--- src/rtl/mac_addressgen_pkg.sv ---
// Shared types for the MAC accelerator address generators: descriptor,
// status flags and the generator FSM encoding.
package mac_addressgen_pkg;

  localparam int unsigned AG_AW         = 32;
  localparam int unsigned AG_CW         = 16;
  localparam int unsigned AG_DATA_BYTES = 4;

  typedef struct packed {
    logic [AG_AW-1:0] base_addr;
    logic [AG_CW-1:0] trans_size;
    logic [AG_CW-1:0] line_length;
    logic [AG_AW-1:0] line_stride;
    logic [AG_CW-1:0] feat_length;
    logic [AG_AW-1:0] feat_stride;
  } ctrl_addressgen_t;

  typedef struct packed {
    logic ready_start;
    logic done;
  } flags_addressgen_t;

  typedef enum logic [1:0] {
    AG_IDLE = 2'd0,
    AG_RUN  = 2'd1,
    AG_DONE = 2'd2
  } addressgen_state_t;

  // A zero line/feature length behaves like a length of one.
  function automatic logic [AG_CW-1:0] eff_len(input logic [AG_CW-1:0] len);
    return (len == '0) ? AG_CW'(1) : len;
  endfunction

endpackage

--- src/rtl/mac_addressgen.sv ---
// Streamer address generator: accepts a descriptor on req_start_i and emits
// a 3-level nested (word/line/feature) byte address stream with valid/ready.
module mac_addressgen
  import mac_addressgen_pkg::*;
#(
  parameter int unsigned AW         = AG_AW,
  parameter int unsigned CW         = AG_CW,
  parameter int unsigned DATA_BYTES = AG_DATA_BYTES
) (
  input  logic             clk_i,
  input  logic             rst_i,
  input  logic             clear_i,
  input  logic             req_start_i,
  input  ctrl_addressgen_t ctrl_i,
  output logic             ready_start_o,
  output logic [AW-1:0]    addr_o,
  output logic             addr_valid_o,
  output logic             addr_last_o,
  input  logic             addr_ready_i,
  output logic             done_o
);

  // Handshake: an address transfers on every rising edge where addr_valid_o
  // and addr_ready_i are both high; once raised, addr_valid_o, addr_o and
  // addr_last_o hold until that transfer happens.

  addressgen_state_t state_q, state_d;

  logic [CW-1:0] trans_size_q, trans_size_d;
  logic [CW-1:0] line_len_q, line_len_d;
  logic [CW-1:0] feat_len_q, feat_len_d;
  logic [AW-1:0] line_stride_q, line_stride_d;
  logic [AW-1:0] feat_stride_q, feat_stride_d;

  logic [CW-1:0] word_idx_q, word_idx_d;
  logic [CW-1:0] line_idx_q, line_idx_d;
  logic [CW-1:0] feat_idx_q, feat_idx_d;
  logic [CW-1:0] emitted_q, emitted_d;

  logic [AW-1:0] feat_base_q, feat_base_d;
  logic [AW-1:0] line_base_q, line_base_d;
  logic [AW-1:0] addr_q, addr_d;

  logic              handshake;
  logic              last_word;
  flags_addressgen_t flags;

  assign handshake = (state_q == AG_RUN) && addr_ready_i;
  assign last_word = (emitted_q == trans_size_q - CW'(1));

  always_comb begin
    state_d       = state_q;
    trans_size_d  = trans_size_q;
    line_len_d    = line_len_q;
    feat_len_d    = feat_len_q;
    line_stride_d = line_stride_q;
    feat_stride_d = feat_stride_q;
    word_idx_d    = word_idx_q;
    line_idx_d    = line_idx_q;
    feat_idx_d    = feat_idx_q;
    emitted_d     = emitted_q;
    feat_base_d   = feat_base_q;
    line_base_d   = line_base_q;
    addr_d        = addr_q;

    unique case (state_q)
      AG_IDLE: begin
        if (req_start_i) begin
          trans_size_d  = ctrl_i.trans_size;
          line_len_d    = eff_len(ctrl_i.line_length);
          feat_len_d    = eff_len(ctrl_i.feat_length);
          line_stride_d = ctrl_i.line_stride;
          feat_stride_d = ctrl_i.feat_stride;
          word_idx_d    = '0;
          line_idx_d    = '0;
          feat_idx_d    = '0;
          emitted_d     = '0;
          feat_base_d   = ctrl_i.base_addr;
          line_base_d   = ctrl_i.base_addr;
          addr_d        = ctrl_i.base_addr;
          state_d       = (ctrl_i.trans_size == '0) ? AG_DONE : AG_RUN;
        end
      end

      AG_RUN: begin
        if (handshake) begin
          emitted_d = emitted_q + CW'(1);
          if (last_word) state_d = AG_DONE;
          // Innermost counter first; each wrap carries into the next level
          // and restarts the word address from the new line/feature base.
          if (word_idx_q == line_len_q - CW'(1)) begin
            word_idx_d = '0;
            if (line_idx_q == feat_len_q - CW'(1)) begin
              line_idx_d  = '0;
              feat_idx_d  = feat_idx_q + CW'(1);
              feat_base_d = feat_base_q + feat_stride_q;
              line_base_d = feat_base_q + feat_stride_q;
              addr_d      = feat_base_q + feat_stride_q;
            end else begin
              line_idx_d  = line_idx_q + CW'(1);
              line_base_d = line_base_q + line_stride_q;
              addr_d      = line_base_q + line_stride_q;
            end
          end else begin
            word_idx_d = word_idx_q + CW'(1);
            addr_d     = addr_q + AW'(DATA_BYTES);
          end
        end
      end

      AG_DONE: state_d = AG_IDLE;

      default: state_d = AG_IDLE;
    endcase
  end

  always_ff @(posedge clk_i) begin
    if (rst_i || clear_i) begin
      state_q       <= AG_IDLE;
      trans_size_q  <= '0;
      line_len_q    <= '0;
      feat_len_q    <= '0;
      line_stride_q <= '0;
      feat_stride_q <= '0;
      word_idx_q    <= '0;
      line_idx_q    <= '0;
      feat_idx_q    <= '0;
      emitted_q     <= '0;
      feat_base_q   <= '0;
      line_base_q   <= '0;
      addr_q        <= '0;
    end else begin
      state_q       <= state_d;
      trans_size_q  <= trans_size_d;
      line_len_q    <= line_len_d;
      feat_len_q    <= feat_len_d;
      line_stride_q <= line_stride_d;
      feat_stride_q <= feat_stride_d;
      word_idx_q    <= word_idx_d;
      line_idx_q    <= line_idx_d;
      feat_idx_q    <= feat_idx_d;
      emitted_q     <= emitted_d;
      feat_base_q   <= feat_base_d;
      line_base_q   <= line_base_d;
      addr_q        <= addr_d;
    end
  end

  // Outputs decode registered state only; addr_o reads zero when not valid.
  assign flags.ready_start = (state_q == AG_IDLE);
  assign flags.done        = (state_q == AG_DONE);

  assign ready_start_o = flags.ready_start;
  assign done_o        = flags.done;
  assign addr_valid_o  = (state_q == AG_RUN);
  assign addr_last_o   = addr_valid_o && last_word;
  assign addr_o        = addr_valid_o ? addr_q : '0;

endmodule

--- config.mk ---
export PLATFORM = sky130hd
export DESIGN_NAME = mac_addressgen
export DESIGN_NICKNAME = d
export VERILOG_FILES = /design/src/rtl/mac_addressgen_pkg.sv /design/src/rtl/mac_addressgen.sv
export SDC_FILE = /design/constraint.sdc
export NUM_CORES = 1
export LEC_CHECK = 0
export BUFFER_PORTS_ARGS = -buffer_cell sky130_fd_sc_hd__buf_2
export CELL_PAD_IN_SITES_DETAIL_PLACEMENT = 1
export CELL_PAD_IN_SITES_GLOBAL_PLACEMENT = 2
export CORE_AREA = 2 2 210 212
export CTS_CLUSTER_DIAMETER = 60
export DETAILED_ROUTE_END_ITERATION = 6
export DIE_AREA = 0 0 212 214
export PLACE_DENSITY_LB_ADDON = 0.1
export SLEW_MARGIN = 10
export SYNTH_ARGS = -nofsm -noshare
export SYNTH_HDL_FRONTEND = slang
export SYNTH_SLANG_ARGS = --single-unit
--- constraint.sdc ---
create_clock -name clk_i -period 6.8 [get_ports clk_i]
set_clock_uncertainty 0.1 [all_clocks]
set_input_delay 0.68 -clock clk_i [delete_from_list [all_inputs] [get_ports clk_i]]
set_output_delay 0.68 -clock clk_i [all_outputs]
set_load 0.02 [all_outputs]
==> results.sh <==
export IMPL_clkTransAtPathRegs_ps=60
export IMPL_p_total_mw=4.27
export IMPL_layout_common_cells="nand2_1 (321), dfxtp_1 (258), a21oi_1 (249), nor2_1 (191), buf_2 (184)"
export IMPL_final_setup_viol_count=0
export IMPL_fmax_ghz=0.200
export IMPL_postCtsHoldBufs=0
export IMPL_synth_cell_area_um2=15800
export IMPL_gp_congestion=0.871
export IMPL_worstMarginPinSlew_ps=1010
export IMPL_ys_ff_latch=258
export IMPL_cap_violations=0
export IMPL_core_area_um2=42900
export IMPL_rsz0062_at_grt="false"
export IMPL_hold_viol=0
export IMPL_via_count=15735
export IMPL_path_common_cell="nand2_1"
export IMPL_layout_drive_gt1_share_pct=13.2
export IMPL_root_buffer="clkbuf_16"
export IMPL_placement_io_buffers=184
export IMPL_area_delta_synth_final_pct=16.4
export IMPL_start_util_pct=36.9
export IMPL_fin_crit_sh_pct=73.7
export IMPL_ys_seq_area_share_pct=32.7
export IMPL_hpwl_um=42200
export IMPL_crit_chain="inv_1 -> ha_1 -> nor3b_1 -> nand2_1 -> or4_1 -> a2111oi_0 -> o2111ai_1 -> a211o_2 -> a21oi_4 -> nand2_1 -> nand2_1 -> nor2_1"
export IMPL_whs_ps=259
export IMPL_finish_net_count=2437
export IMPL_cp_max_fo=23
export IMPL_cts_setup_buffers=0
export IMPL_cp_end_kind="flip-flop"
export IMPL_numCtsBuffers=38
export IMPL_slew_headroom_pct=32.8
export IMPL_layout_commonest_cell="nand2_1"
export IMPL_final_antenna_net_count=0
export IMPL_crit_type="flip-flop to flip-flop"
export IMPL_cts_tree="yes"
export IMPL_io_pins=185
export IMPL_worstHoldStart="ctrl_i[0]"
export IMPL_final_setup_tns_ps=0
export IMPL_reg2reg_from="line_len_q[0]"
export IMPL_wirelength_um=56700
export IMPL_ctsHtreeMaxLevel=2
export IMPL_grt_pass1_vias=16319
export IMPL_power_leakage_nw=7.43
export IMPL_synth_warnings=0
export IMPL_r2r_slack_ps=1790
export IMPL_grt_pass1_wl_um=89400
export IMPL_avgViaCountPerCell=5.56
export IMPL_wl_per_cell_um=20.0
export IMPL_critPathMaxStageDelay_ps=740
export IMPL_design_die_area_um2=45400
export IMPL_grt_max_degree=76
export IMPL_required_ps=7110
export IMPL_outcome="finished, final reports clean"
export IMPL_cts_resized=0
export IMPL_rows=76
export IMPL_grt_total_usage_pct=25.0
export IMPL_fin_util_pct=42.9
export IMPL_die_h_um=214
export IMPL_ir_drop_mv=0.209
export IMPL_insertion_delay_ps=560
export IMPL_synth_cell_type_count=80
export IMPL_async_flop_share_pct=0
export IMPL_grt_ovfl_total=0
export IMPL_synth_edff_count=0
export IMPL_critPathLaunchType="flip-flop"
export IMPL_antenna_found_initial=0
export IMPL_hp_class="input pin to flip-flop"
export IMPL_cp_data_arrival_time_ps=5330
export IMPL_syn_num_nets=2322
export IMPL_crit_start="line_len_q[0]"
export IMPL_power_density_nw_per_um2=232
export IMPL_clock_sinks=258
export IMPL_first_pass_iters=5
export IMPL_reg2reg_to="line_idx_q[9]"
export IMPL_dieWidth_um=212
export IMPL_drc=0
export IMPL_drtIter0Drc=674
export IMPL_diodes=0
export IMPL_avgSynthCellArea_um2=7.52
export IMPL_crit_end="line_idx_q[9]"
export IMPL_ys_flop_type="dfxtp_1"
export IMPL_synth_cells=2102
export IMPL_cpMaxStageDelayCell="nand2_1"
export IMPL_finalCriticalPeriod_ps=5010
export IMPL_maxSlewViolCount=0
export IMPL_fill_cells=5298
export IMPL_reg2reg_depth=12
export IMPL_cts_buffer_depth=3
worst min path at each step:
| stage | to | slack [ps] | depth (start not counted) |
|---|---|---|---|
| detailed placement | addr_q[0] | 350 | 2 |
| finish | feat_stride_q[0] | 260 | 3 |
| global route | line_stride_q[2] | 250 | 3 |
| floorplan | addr_q[0] | 330 | 2 |
| global placement | line_base_q[0] | 350 | 2 |
| CTS | line_stride_q[2] | 230 | 3 |
final cells by class:
| cell class | count | area [µm²] | share of cell area, % |
|---|---|---|---|
| Tap cell | 585 | 732 | 3.98 |
| Multi-Input combinational cell | 1682 | 10000 | 54.6 |
| Sequential cell | 258 | 5160 | 28.1 |
| Clock inverter | 12 | 128 | 0.693 |
| Timing Repair Buffer | 201 | 1060 | 5.76 |
| Clock buffer | 57 | 1150 | 6.23 |
| Inverter | 36 | 135 | 0.734 |
worst max-delay path: cells and delay by family, from the launching register on:
kind	cells	cell delay, ps
AND/OR/NAND/NOR	6	2560
AO/OA/AOI/OAI	4	1550
flip-flops	1	350
adder cells (fa/ha/maj)	1	230
buffers and inverters	1	80
metrics by stage:
step | instances | worst slack, ps | area (µm²)
after floorplan | 2102 | 3380 | 15800
after global placement | 2762 | 1880 | 17100
after detailed placement | 2762 | 1780 | 17100
after CTS | 2831 | 1770 | 18400
after global routing | 2831 | 1380 | 18400
final | 2831 | 1790 | 18400
report_power, final:
group | internal (mW) | switching, mW
clock network | 1.25 | 0.761
registers | 1.57 | 0.0529
logic | 0.225 | 0.422
total | 3.04 | 1.24
Yosys cell counts (all sizes together) (6+ instances only):
cell type / number / area, µm²
and3: 32 / 200
dfxtp: 258 / 5160
buf: 26 / 135
clkbuf: 100 / 375
and4: 6 / 52.6
xnor2: 77 / 674
o21a: 13 / 97.6
o211ai: 15 / 113
a21oi: 250 / 1250
nand4: 38 / 238
o31ai: 9 / 67.6
nand3: 46 / 230
or4: 7 / 56.3
nor2: 195 / 734
a31oi: 22 / 138
nor3: 57 / 285
ha: 69 / 863
o21ai: 107 / 536
mux2i: 13 / 130
nand2b: 25 / 156
nand4b: 9 / 78.8
nand3b: 10 / 75.1
xor2: 65 / 569
or2: 7 / 43.8
a21o: 27 / 203
nor4: 28 / 181
o22ai: 8 / 50.1
nand2: 322 / 1210
nor2b: 26 / 163
a311oi: 14 / 123
o21bai: 8 / 60.1
inv: 36 / 135
a31o: 7 / 61.3
or3: 16 / 100
and2: 43 / 270
a22o: 11 / 96.3
a211oi: 34 / 255
sequential cells by signal, indices dropped and copies added (netlist names):
register       cells
feat_base_q       32
line_len_q        16
word_idx_q        16
trans_size_q      16
feat_len_q        16
feat_stride_q     32
state_q            2
emitted_q         16
addr_q            32
line_stride_q     32
line_idx_q        16
line_base_q       32
logic make-up after synthesis:
| family | share of synthesized area [%] |
|---|---|
| xor gates and xnor gates | 7.86 |
| and+or+nand+nor | 26.4 |
| buffers and inverters | 4.08 |
| muxes | 1.04 |
| DFF | 32.7 |
| AOI/OAI and AO/OA | 22.3 |
| adders and majority gates | 5.71 |
metal layers:
metal  part of all wire, %  global-route usage [%]
met4                   3.5                    8.85
met3                   3.7                    3.61
met2                    50                    44.9
met1                    43                    29.9
met5                     0                       0
(Power assumes the default switching activity.)
